## config.mk

```make
export PLATFORM = sky130hd
export DESIGN_NAME = zorro_master_buffer_control
export DESIGN_NICKNAME = d
export VERILOG_FILES = /design/src/rtl/zorro_master_buffer_control.sv
export SDC_FILE = /design/constraint.sdc
export NUM_CORES = 1
export LEC_CHECK = 0
export CAP_MARGIN = 20
export CORE_ASPECT_RATIO = 0.75
export CORE_MARGIN = 3
export CORE_UTILIZATION = 55
export CTS_BUF_LIST = sky130_fd_sc_hd__clkbuf_2 sky130_fd_sc_hd__clkbuf_4 sky130_fd_sc_hd__clkbuf_8
export DETAILED_ROUTE_END_ITERATION = 6
export GPL_ROUTABILITY_DRIVEN = 0
export HOLD_SLACK_MARGIN = 0.1
export PLACE_DENSITY_LB_ADDON = 0.05
export SLEW_MARGIN = 20
export SYNTH_ARGS = -nofsm -noshare
export SYNTH_HDL_FRONTEND = slang
export SYNTH_SLANG_ARGS = --single-unit
```

## constraint.sdc

```tcl
create_clock -name CLK -period 2.99 [get_ports CLK]
set_clock_uncertainty 0.1 [all_clocks]
set_input_delay 0.598 -clock CLK [delete_from_list [all_inputs] [get_ports CLK]]
set_output_delay 0.598 -clock CLK [all_outputs]
set_load 0.05 [all_outputs]
```

## src/rtl/zorro_master_buffer_control.sv

```systemverilog
// Zorro III master-cycle buffer and strobe control for NCR 53C710 DMA.
// Sequences the grant check, address phase, FCS_n, data phase and termination.
// It also steers the data buffers NCR->Zorro on writes and Zorro->NCR on reads.
// Every output is a flop loaded from the next-state decode, so each output changes
// on the same edge as the state it belongs to.
// After TERM the bus stays parked (BMASTER and address buffers on) for one IDLE
// cycle. This lets a back-to-back request keep bus ownership without a gap.
module zorro_master_buffer_control #(
    parameter int ADDR_SETUP = 1,
    parameter int TIMEOUT    = 255
) (
    input  logic CLK,
    input  logic RESET_n,
    input  logic MASTER_REQ,
    input  logic NCR_READ,
    input  logic BGRANT,
    input  logic DTACK_n,
    input  logic BERR_n,
    output logic BMASTER,
    output logic FCS_n,
    output logic DOE,
    output logic ABOEL_n,
    output logic ABOEH_n,
    output logic DBOE_n,
    output logic D2Z_n,
    output logic Z2D_n,
    output logic DLATCH,
    output logic NCR_ACK,
    output logic NCR_BERR
);

    localparam logic [2:0] IDLE   = 3'd0;
    localparam logic [2:0] ADDR   = 3'd1;
    localparam logic [2:0] STROBE = 3'd2;
    localparam logic [2:0] DATA   = 3'd3;
    localparam logic [2:0] LATCH  = 3'd4;
    localparam logic [2:0] TERM   = 3'd5;

    logic [2:0] state, state_next;
    logic [7:0] count, count_next;
    logic       dir_r, dir_next;
    logic       err_r, err_next;
    logic       dtack_s1, dtack_s2;
    logic       berr_s1, berr_s2;

    logic bus_on, strobe_on, data_on;
    logic bmaster_d, fcs_n_d, doe_d, aboe_n_d, dboe_n_d;
    logic d2z_n_d, z2d_n_d, dlatch_d, ack_d, berr_d;

    // Two-flop synchronizers for the asynchronous Zorro termination inputs
    always_ff @(posedge CLK or negedge RESET_n) begin
        if (!RESET_n) begin
            dtack_s1 <= 1'b1;
            dtack_s2 <= 1'b1;
            berr_s1  <= 1'b1;
            berr_s2  <= 1'b1;
        end else begin
            dtack_s1 <= DTACK_n;
            dtack_s2 <= dtack_s1;
            berr_s1  <= BERR_n;
            berr_s2  <= berr_s1;
        end
    end

    // Cycle sequencer: the shared counter is the address setup count in ADDR and the timeout in DATA
    always_comb begin
        state_next = state;
        count_next = count;
        dir_next   = dir_r;
        err_next   = err_r;
        case (state)
            IDLE: begin
                if (MASTER_REQ && BGRANT) begin
                    state_next = ADDR;
                    dir_next   = NCR_READ;
                    err_next   = 1'b0;
                    count_next = 8'(ADDR_SETUP);
                end
            end
            ADDR: begin
                if (!BGRANT) begin
                    state_next = IDLE;
                end else if (count <= 8'd1) begin
                    state_next = STROBE;
                    count_next = 8'd0;
                end else begin
                    count_next = count - 8'd1;
                end
            end
            STROBE: begin
                state_next = DATA;
                count_next = 8'(TIMEOUT);
            end
            DATA: begin
                if (!berr_s2) begin
                    state_next = TERM;
                    err_next   = 1'b1;
                end else if (!dtack_s2) begin
                    state_next = dir_r ? LATCH : TERM;
                    err_next   = 1'b0;
                end else if (count <= 8'd1) begin
                    state_next = TERM;
                    err_next   = 1'b1;
                    count_next = 8'd0;
                end else begin
                    count_next = count - 8'd1;
                end
            end
            LATCH: begin
                state_next = TERM;
                err_next   = 1'b0;
            end
            TERM: begin
                state_next = IDLE;
            end
            default: begin
                state_next = IDLE;
            end
        endcase
    end

    // State, counter and cycle attribute registers
    always_ff @(posedge CLK or negedge RESET_n) begin
        if (!RESET_n) begin
            state <= IDLE;
            count <= 8'd0;
            dir_r <= 1'b0;
            err_r <= 1'b0;
        end else begin
            state <= state_next;
            count <= count_next;
            dir_r <= dir_next;
            err_r <= err_next;
        end
    end

    // Output decode from the state being entered, so the registered outputs line up with it
    always_comb begin
        bus_on    = (state_next != IDLE) || (state == TERM);
        strobe_on = (state_next == STROBE) || (state_next == DATA) || (state_next == LATCH);
        data_on   = (state_next == DATA) || (state_next == LATCH);
        bmaster_d = bus_on;
        aboe_n_d  = !bus_on;
        fcs_n_d   = !strobe_on;
        doe_d     = data_on;
        dboe_n_d  = !data_on;
        d2z_n_d   = !((state_next == DATA) && !dir_next);
        z2d_n_d   = !(data_on && dir_next);
        dlatch_d  = (state_next == LATCH);
        ack_d     = (state_next == TERM) && !err_next;
        berr_d    = (state_next == TERM) && err_next;
    end

    // Output registers
    always_ff @(posedge CLK or negedge RESET_n) begin
        if (!RESET_n) begin
            BMASTER  <= 1'b0;
            FCS_n    <= 1'b1;
            DOE      <= 1'b0;
            ABOEL_n  <= 1'b1;
            ABOEH_n  <= 1'b1;
            DBOE_n   <= 1'b1;
            D2Z_n    <= 1'b1;
            Z2D_n    <= 1'b1;
            DLATCH   <= 1'b0;
            NCR_ACK  <= 1'b0;
            NCR_BERR <= 1'b0;
        end else begin
            BMASTER  <= bmaster_d;
            FCS_n    <= fcs_n_d;
            DOE      <= doe_d;
            ABOEL_n  <= aboe_n_d;
            ABOEH_n  <= aboe_n_d;
            DBOE_n   <= dboe_n_d;
            D2Z_n    <= d2z_n_d;
            Z2D_n    <= z2d_n_d;
            DLATCH   <= dlatch_d;
            NCR_ACK  <= ack_d;
            NCR_BERR <= berr_d;
        end
    end

endmodule

```

* Word-level counts from Yosys, hierarchy flattened
Cells that the tools add are included.
** Storage, ports and cells
- Flip-flop bits (word level) :: 27
- Latch bits :: 0
- Memory bits (writable) :: 0
- ROM bits :: 0
- Input port bits :: 7
- Logic and storage cells :: 74
- Memories :: 0
** Cells by class
- $add $sub $neg :: 1
- Multipliers :: 0
- Div/mod/pow operators :: 0
- $lt $le $gt $ge :: 1
- Eq/ne operators :: 13
- Shift-type cells :: 0
- Muxes and demuxes :: 21
- Bitwise logic cells :: 0
- Reduce and logical (&&, ||, !) cells :: 20
** Operators with widths (count)
- 8-bit 2-to-1 mux :: 5
- 8-bit one-hot mux with 4 select lines :: 1
- 3-bit 2-to-1 mux :: 6
- 3-bit one-hot mux with 5 select lines :: 1
- 3-bit by 2-bit == test with 1-bit output (second input constant) :: 4
- 3-bit == test (second input constant) :: 4
- 8-bit by 1-bit <= comparator with 1-bit output (second input constant) :: 1
- 2-bit != test (second input constant) :: 4
- 8-bit by 1-bit subtractor with 8-bit output (second input constant) :: 1
- 1-bit zero test :: 7
- 1-bit 2-to-1 mux :: 7
- 1-bit logical AND :: 5
- 5-bit AND reduction :: 1
- 1-bit logical OR :: 4
- 4-bit nonzero test :: 1
- 3-bit by 1-bit == test with 1-bit output (second input constant) :: 1
- 3-bit zero test :: 1
- 1-bit one-hot mux with 3 select lines :: 1
- 3-bit nonzero test :: 1

* Longest topological paths before layout
Gate-level depths: netlist of the first run.
- Word-level depth :: 9
- Mapped depth :: 8
- Depth with buffers taken out :: 7

* Worst setup path before layout of the first run
OpenSTA, ideal clock, no wires.
- Kind :: register to register
- Start :: reg count[6]
- End :: reg BMASTER
- Library setup time :: 0.131 ns
- Arrival :: 1.870 ns
- Data required time :: 2.759 ns
- Setup slack :: 0.889 ns
- Stages on the path, launching flop included :: 6
- Buffers on the path :: 0
- Clock period less this slack :: 2.101 ns
- Cells stage by stage :: dfrtp_1 or4_4 nor3_4 mux2i_1 o21bai_1 or3_1
** On the way
- Word-level cells in the longest chain between the ends :: 7
- Elaborated cells on any way between the ends :: 9
- Classes of those cells :: order compare: 1; mux: 6; reduce/logical: 2
** RTL lines
- from (decl) :: RTL line 40 : logic [7:0] count, count_next;
- from (signal assigned) :: RTL line 131 : count <= count_next;
- 8-bit by 1-bit <= comparator with 1-bit output * :: RTL line 83, 101
- 3-bit 2-to-1 mux :: RTL line 101 : end else if (count <= 8'd1) begin
- 3-bit 2-to-1 mux :: RTL line 98 : end else if (!dtack_s2) begin
- 3-bit 2-to-1 mux :: RTL line 95 : if (!berr_s2) begin
- 3-bit one-hot mux with 5 select lines * :: RTL line 71 : case (state)
- 3-bit nonzero test * :: RTL line 139 : bus_on = (state_next != IDLE) || (state == TERM);
- 1-bit logical OR * :: RTL line 139
- net bmaster_d :: RTL line 47 : logic bmaster_d, fcs_n_d, doe_d, aboe_n_d, dboe_n_d;
- to (signal assigned) :: RTL line 169 : BMASTER <= bmaster_d;
- to (decl) :: RTL line 19 : output logic BMASTER,
The timed path passes the listed nets; every way through them passes the cells marked *.
A chain may end at the register's enable or synchronous reset.

* Worst setup path in the final report of the first run
- Start :: reg count[4]
- End :: reg count[5]
** On the way
- Word-level cells in the longest chain between the ends :: 5
- Elaborated cells on any way between the ends :: 7
- Classes of those cells :: add/sub: 1; order compare: 1; mux: 5
** RTL lines (RTL line)
- 8-bit by 1-bit subtractor with 8-bit output / 8-bit by 1-bit <= comparator with 1-bit output (equally long branches)
- 8-bit 2-to-1 mux * :: 83, 101
- 8-bit 2-to-1 mux :: 98
- 8-bit 2-to-1 mux :: 95
- 8-bit one-hot mux with 4 select lines * :: 71
Mark *: on every way between the ends. The rest lies on a longest branch, timed or not. The select of a mux whose other input is x is not followed.

==> impl_metrics.csv, run 1 <==
group,metric,value,unit
outcome,status,"finished clean",
cts,clk_pin_slew,0.14,ns
cells_and_area,area_growth,16.8,%
critical_path,rrSetupSlack,0.57,ns
logic_synthesis,synth.cell_area,1280,µm²
drt,wire_per_inst,16.0,µm
critical_path,cp.arrival,2.55,ns
cells_and_area,drive_gt1_share,14.9,%
flow_run,max-cap-violations,0,
pwr,power_density,1060,nW/µm²
cts,post_cts_resized,0,
timing,hold_ws,0.267,ns
critical_path,cp_max_fo,12,
critical_path,critPathRequiredTime,3.13,ns
timing,worstMarginPinSlew,0.717,ns
cells_and_area,finalNetCount,151,
cts,cts_sinks,27,
logic_synthesis,synthCells,124,
timing,fmax,0.414,GHz
critical_path,crit_chain,"or4_4 > o311ai_2 > nor2_1 > a21o_1 > a22o_1",
timing,slew_viol_final,0,
timing,rsz0062_at_grt,"no",
logic_synthesis,yosys.cell_types.count,39,
drt,drtIter0Drc,34,
global_routing,grt_util_all_layers,20.5,%
drt,routed_wl,2630,µm
logic_synthesis,synth_seq_cells,27,
logic_synthesis,synth.yosys.seq_area_share,53.6,%
logic_synthesis,synth-edff-count,0,
place,place_hpwl,1940,µm
drt,drtPass1Iterations,4,
logic_synthesis,synth_top_area_share,35.1,%
hold_path,worstHoldStart,"berr_s1",
place,dp.cells,161,
cells_and_area,reg_top3,"count: 8 flops, state: 3 flops",
pwr,irDropWorstVdd,0.000547,V
global_routing,grt-ovfl-total,0,
timing,setup_slack,0.573,ns
cts,postCtsSetupBuffers,0,
cells_and_area,fin_cells,165,
logic_synthesis,yosysWarnings,0,
logic_synthesis,yosys.area.top_type,"dfrtp_1",
cts,hold_buffers,0,
hold_path,hold_depth,0,
floorplanning,rows,14,
cells_and_area,nFillCells,152,
critical_path,critPathCaptureType,"flip-flop",
cts,cts_tree,"built",
floorplanning,fp.dieW,61.8,µm
global_routing,antenna_found_initial,0,
timing,finalSetupTns,0,ns
timing,fin_crit_sh,80.8,%
cts,clk_latency,0.33,ns
global_routing,grt_pass1_wl,4240,µm
cts,cts_max_level,1,
place,port_buffers,17,
logic_synthesis,synth_nets,133,
pwr,p_total,1590,µW
timing,slew_headroom,52.1,%
logic_synthesis,postSynthAreaPerCell,10.3,µm²
logic_synthesis,synth_ff_type,"dfrtp_1",
cts,cts_buffers,3,
timing,fin_crit,2.42,ns
pwr,leakagePower,0.000663,µW
critical_path,slowest_stage,"o311ai_2",
floorplanning,die_h,47.8,µm
critical_path,rr_endpoint,"count[5]",
logic_synthesis,async_flop_share,100,%
logic_synthesis,synthTopCellsByArea,"dfrtp_1 35%, dfstp_2 18%, o21ai_0 6.6%",
timing,setup_viol,0,
timing,hold_viol,0,
logic_synthesis,synthTopCellsByCount,"18 x dfrtp_1, 17 x o21ai_0, 10 x nand2_1, 10 x nor2_1, 9 x dfstp_2",
cts,clock_path_buffers,2,
drt,antenna_left,0,
logic_synthesis,synth_most_common_cell,"dfrtp_1",
floorplanning,die_area,2950,µm²
global_routing,grt_max_degree,28,
critical_path,crit_buf_inv,0,
cells_and_area,largest-register,"count",
hold_path,hold_end,"berr_s2",
critical_path,cp_slowest_stage_delay,0.69,ns
hold_path,hp-class,"reg -> reg",
floorplanning,start_util,61.0,%
cells_and_area,largest_reg_flops,8,
floorplanning,pin_count,18,
cts,root_buffer,"clkbuf_4",
drt,viasPerCell,6.16,
critical_path,crit_family,"compound AO/OA/AOI/OAI gates",
global_routing,grt_pass1_vias,863,
critical_path,path_class,"reg -> reg",
critical_path,timing.rr.start,"count[4]",
drt,drc,0,
cells_and_area,n_antenna_cell,0,
drt,via_count,1016,
place,dp_slack,0.606,ns
critical_path,ff2ff_path_depth,5,
critical_path,critPathLaunchType,"flip-flop",
critical_path,cp.depth,5,
floorplanning,core,2100,µm²
-- worst max path at each step --
stage,from,endpoint,slack (ns)
after floorplan,count[6],BMASTER,0.89
after global placement,MASTER_REQ,BMASTER,0.64
after detailed placement,MASTER_REQ,BMASTER,0.61
after CTS,ABOEH_n,ABOEL_n,0.60
after global routing,count[4],count[5],0.40
final,count[4],count[5],0.57
-- cells in the final DEF (no fill, tap or decap), drive strengths merged, types with 2 or more instances in the layout --
| cell | instances |
|---|---|
| nor4 | 2 |
| a22o | 5 |
| mux2i | 2 |
| dfstp | 9 |
| nand2b | 3 |
| o21ai | 17 |
| buf | 2 |
| o31ai | 2 |
| nor2 | 10 |
| dfrtp | 18 |
| o32ai | 2 |
| clkdlybuf4s50 | 17 |
| clkbuf | 3 |
| o311ai | 2 |
| a21o | 3 |
| and2 | 2 |
| nor3 | 5 |
| nand2 | 10 |
| a21oi | 2 |
| or2 | 2 |
| ha | 2 |
| inv | 6 |
-- routing by layer --
layer	global-route usage (%)	wire (µm)	vias up
met3	6.20	168	5
met5	0	0	-
li1	-	-	487
met4	3.81	21	0
met2	30.7	1210	36
met1	29.8	1230	488
-- kinds of logic (layout without fill, tap and decap cells) --
kind of cell / Yosys count / in the layout / share of synthesized area (%)
buf+inv: 12 / 29 / 3.90
compound gates: 41 / 41 / 22.5
simple gates: 40 / 40 / 16.5
mux: 2 / 2 / 1.56
flops: 27 / 27 / 53.6
fa+ha+maj: 2 / 2 / 1.95
-- area by class of cell --
cell class / instances / area [µm²] / area share (%)
Sequential cell: 27 / 687 / 45.9
Multi-Input combinational cell: 85 / 546 / 36.4
Timing Repair Buffer: 19 / 185 / 12.4
Tap cell: 24 / 30.0 / 2.01
Clock buffer: 3 / 22.5 / 1.50
Inverter: 6 / 22.5 / 1.50
Clock inverter: 1 / 5.00 / 0.334
-- where the power goes --
group	switching [µW]	total [µW]	internal (µW)
clock network	107	158	50.3
logic	540	854	314
registers	97.2	579	482
total	745	1590	846
-- through the flow --
stage	utilization, %	area [µm²]
after CTS	71.3	1500
after floorplan	-	1280
final	71.3	1500
after global routing	71.3	1500
after detailed placement	69.9	1470
after global placement	69.9	1470
-- worst reg2reg max path, delay by kind of cell (launching register included) --
family	cells	cell delay, ns
flops	1	0.48
simple gates	2	0.69
compound gates	3	1.06
No activity file was read; power rests on OpenSTA's default activity.
==> run 2, diff against run 1 <==
==> constraint.sdc (replaced) <==
create_clock -name CLK -period 2.5 [get_ports CLK]
set_clock_uncertainty 0.1 [all_clocks]
set_input_delay 0.5 -clock CLK [delete_from_list [all_inputs] [get_ports CLK]]
set_output_delay 0.5 -clock CLK [all_outputs]
set_load 0.05 [all_outputs]
==> run 2 against run 1 <==
- clock power is 14% higher
- worst hold slack worse by 0.0041 ns
- flip-flop and latch count stayed put
- via count hardly changed
- largest power group unchanged
- die area stayed put
- critical path type unchanged
- global-route usage hardly changed
- non-clock buffer count is 1 higher
- cell area is 0.67% higher
- cell count is 0.61% higher
- combinational power is 22% higher
==> impl_metrics.csv, run 2 (synthesized netlist as in run 1, its figures left out) <==
group,metric,value,unit
cts,post_cts_resized,0,
place,port_buffers,17,
drt,viasPerCell,6.11,
cells_and_area,area_growth,17.6,%
critical_path,critPathRequiredTime,2.60,ns
cells_and_area,finalNetCount,152,
timing,setup_viol,0,
timing,finalSetupTns,0,ns
pwr,p_int,1040,µW
global_routing,grt_max_degree,28,
cells_and_area,largest_reg_flops,8,
timing,slew_headroom,64.4,%
cts,hold_buffers,0,
cts,clk_latency,0.31,ns
cts,cts_tree,"built",
drt,drtIter0Drc,36,
flow_run,max-cap-violations,0,
drt,wire_per_inst,16.1,µm
cells_and_area,final_common_cell,"dfrtp_1",
critical_path,timing.rr.start,"count[4]",
cts,clock_path_buffers,2,
critical_path,critPathCaptureType,"flip-flop",
floorplanning,die_h,47.8,µm
timing,fmax,0.419,GHz
timing,rsz0062_at_grt,"no",
critical_path,ff2ff_path_depth,5,
drt,drc,0,
global_routing,grt_pass1_wl,4310,µm
timing,fin_crit,2.39,ns
cells_and_area,final_cell_mix,"18 x dfrtp_1, 17 x o21ai_0, 17 x clkdlybuf4s50_1, 10 x nor2_1, 10 x nand2_1",
critical_path,crit_chain,"or4_4 > nor3_4 > mux2i_1 > o21bai_1 > or3_1",
floorplanning,die_area,2950,µm²
cells_and_area,drive_gt1_share,15.5,%
critical_path,critPathLaunch,"count[4]",
floorplanning,pin_count,18,
critical_path,critPathLaunchType,"flip-flop",
floorplanning,rows,14,
critical_path,rr_endpoint,"BMASTER",
cts,cts_sinks,27,
cells_and_area,largest-register,"count",
outcome,status,"finished clean",
cts,cts_max_level,1,
global_routing,grt-ovfl-total,0,
cts,clk_pin_slew,0.12,ns
drt,via_count,1015,
critical_path,cp.arrival,2.49,ns
global_routing,grt_pass1_vias,954,
cells_and_area,reg_top3,"count: 8 flops, state: 3 flops",
timing,fin_crit_sh,95.4,%
floorplanning,fp.dieW,61.8,µm
critical_path,rrSetupSlack,0.11,ns
critical_path,endpoint,"BMASTER",
floorplanning,core,2100,µm²
drt,drtPass1Iterations,4,
pwr,swShare,45.9,%
cells_and_area,n_antenna_cell,0,
pwr,power_frac_seq,36.4,%
pwr,pwr-share-clk,9.4,%
pwr,combPwrFrac,54.2,%
timing,worstMarginPinSlew,0.535,ns
cells_and_area,fin_cells,166,
pwr,p_total,1920,µW
drt,antenna_left,0,
critical_path,cp_max_fo,7,
timing,hold_ws,0.263,ns
pwr,power_density,1270,nW/µm²
critical_path,slowest_stage,"or4_4",
hold_path,hp-class,"reg -> reg",
cts,root_buffer,"clkbuf_4",
floorplanning,start_util,61.0,%
drt,routed_wl,2670,µm
cts,postCtsSetupBuffers,0,
critical_path,cp_slowest_stage_delay,0.56,ns
critical_path,path_class,"reg -> reg",
cts,cts_buffers,3,
pwr,irDropWorstVdd,0.000703,V
place,place_hpwl,2040,µm
timing,slew_viol_final,0,
timing,hold_viol,0,
global_routing,antenna_found_initial,0,
place,dp.cells,162,
pwr,p_switching,880,µW
pwr,leakagePower,0.000668,µW
global_routing,grt_util_all_layers,20.5,%
-- run 2: metal layers --
metal	global-route usage [%]	vias up	wire length, µm
met5	0	-	0
met4	5.93	0	43
met3	6.20	8	177
met2	32.2	50	1220
met1	27.9	475	1220
li1	-	482	-
-- run 2: critical path: cells and delay by family (launching register included) --
family | cells | cell delay, ns
AND/OR/NAND/NOR | 3 | 1.16
multiplexers | 1 | 0.38
flip-flops | 1 | 0.49
AO/OA/AOI/OAI | 1 | 0.14
-- run 2: area by class of cell --
| class | instances | area (µm²) |
|---|---|---|
| flip-flops and latches | 27 | 687 |
| fillers | 164 | 594 |
| multi-input cells | 85 | 546 |
| repair buffers | 20 | 193 |
| clock buffers | 4 | 30.0 |
| well taps | 24 | 30.0 |
| inverters | 6 | 22.5 |
-- run 2: worst min-delay path by stage --
stage / start / endpoint / slack, ns / cells past startpoint
after CTS: dtack_s1 / dtack_s2 / 0.27 / 0
after global routing: dtack_s1 / dtack_s2 / 0.27 / 0
after detailed placement: dtack_s1 / dtack_s2 / 0.25 / 0
final: dtack_s1 / dtack_s2 / 0.26 / 0
after global placement: dtack_s1 / dtack_s2 / 0.25 / 0
after floorplan: RESET_n / BMASTER / 0.10 / 0
-- run 2: power by group through the flow --
stage / sequential, µW / combinational, µW / clock, µW
after floorplan: 804 / 644 / 0
after global placement: 694 / 992 / 0
after detailed placement: 700 / 1030 / 0
after CTS: 693 / 1030 / 191
after global routing: 711 / 1120 / 218
final: 698 / 1040 / 180
-- run 2: metrics by stage --
stage               util, %  cell area, µm²  setup slack (ns)
detailed placement     70.3            1480             0.171
floorplan                 -            1280             0.399
global route           71.7            1510            0.0399
finish                 71.7            1510             0.114
CTS                    71.7            1510             0.152
global placement       70.3            1480             0.236
==> run 3, diff against run 2 <==
--- a/config.mk
+++ b/config.mk
@@ -9,10 +9,10 @@
 export CORE_ASPECT_RATIO = 0.75
 export CORE_MARGIN = 3
 export CORE_UTILIZATION = 55
-export CTS_BUF_LIST = sky130_fd_sc_hd__clkbuf_2 sky130_fd_sc_hd__clkbuf_4 sky130_fd_sc_hd__clkbuf_8
+export CTS_BUF_LIST = sky130_fd_sc_hd__clkbuf_4
 export DETAILED_ROUTE_END_ITERATION = 6
 export GPL_ROUTABILITY_DRIVEN = 0
-export HOLD_SLACK_MARGIN = 0.1
+export HOLD_SLACK_MARGIN = 0.05
 export PLACE_DENSITY_LB_ADDON = 0.05
 export SLEW_MARGIN = 20
 export SYNTH_ARGS = -nofsm -noshare
==> results of run 3 <==
The final DEF is identical to that of run 2; final timing and power are the same.
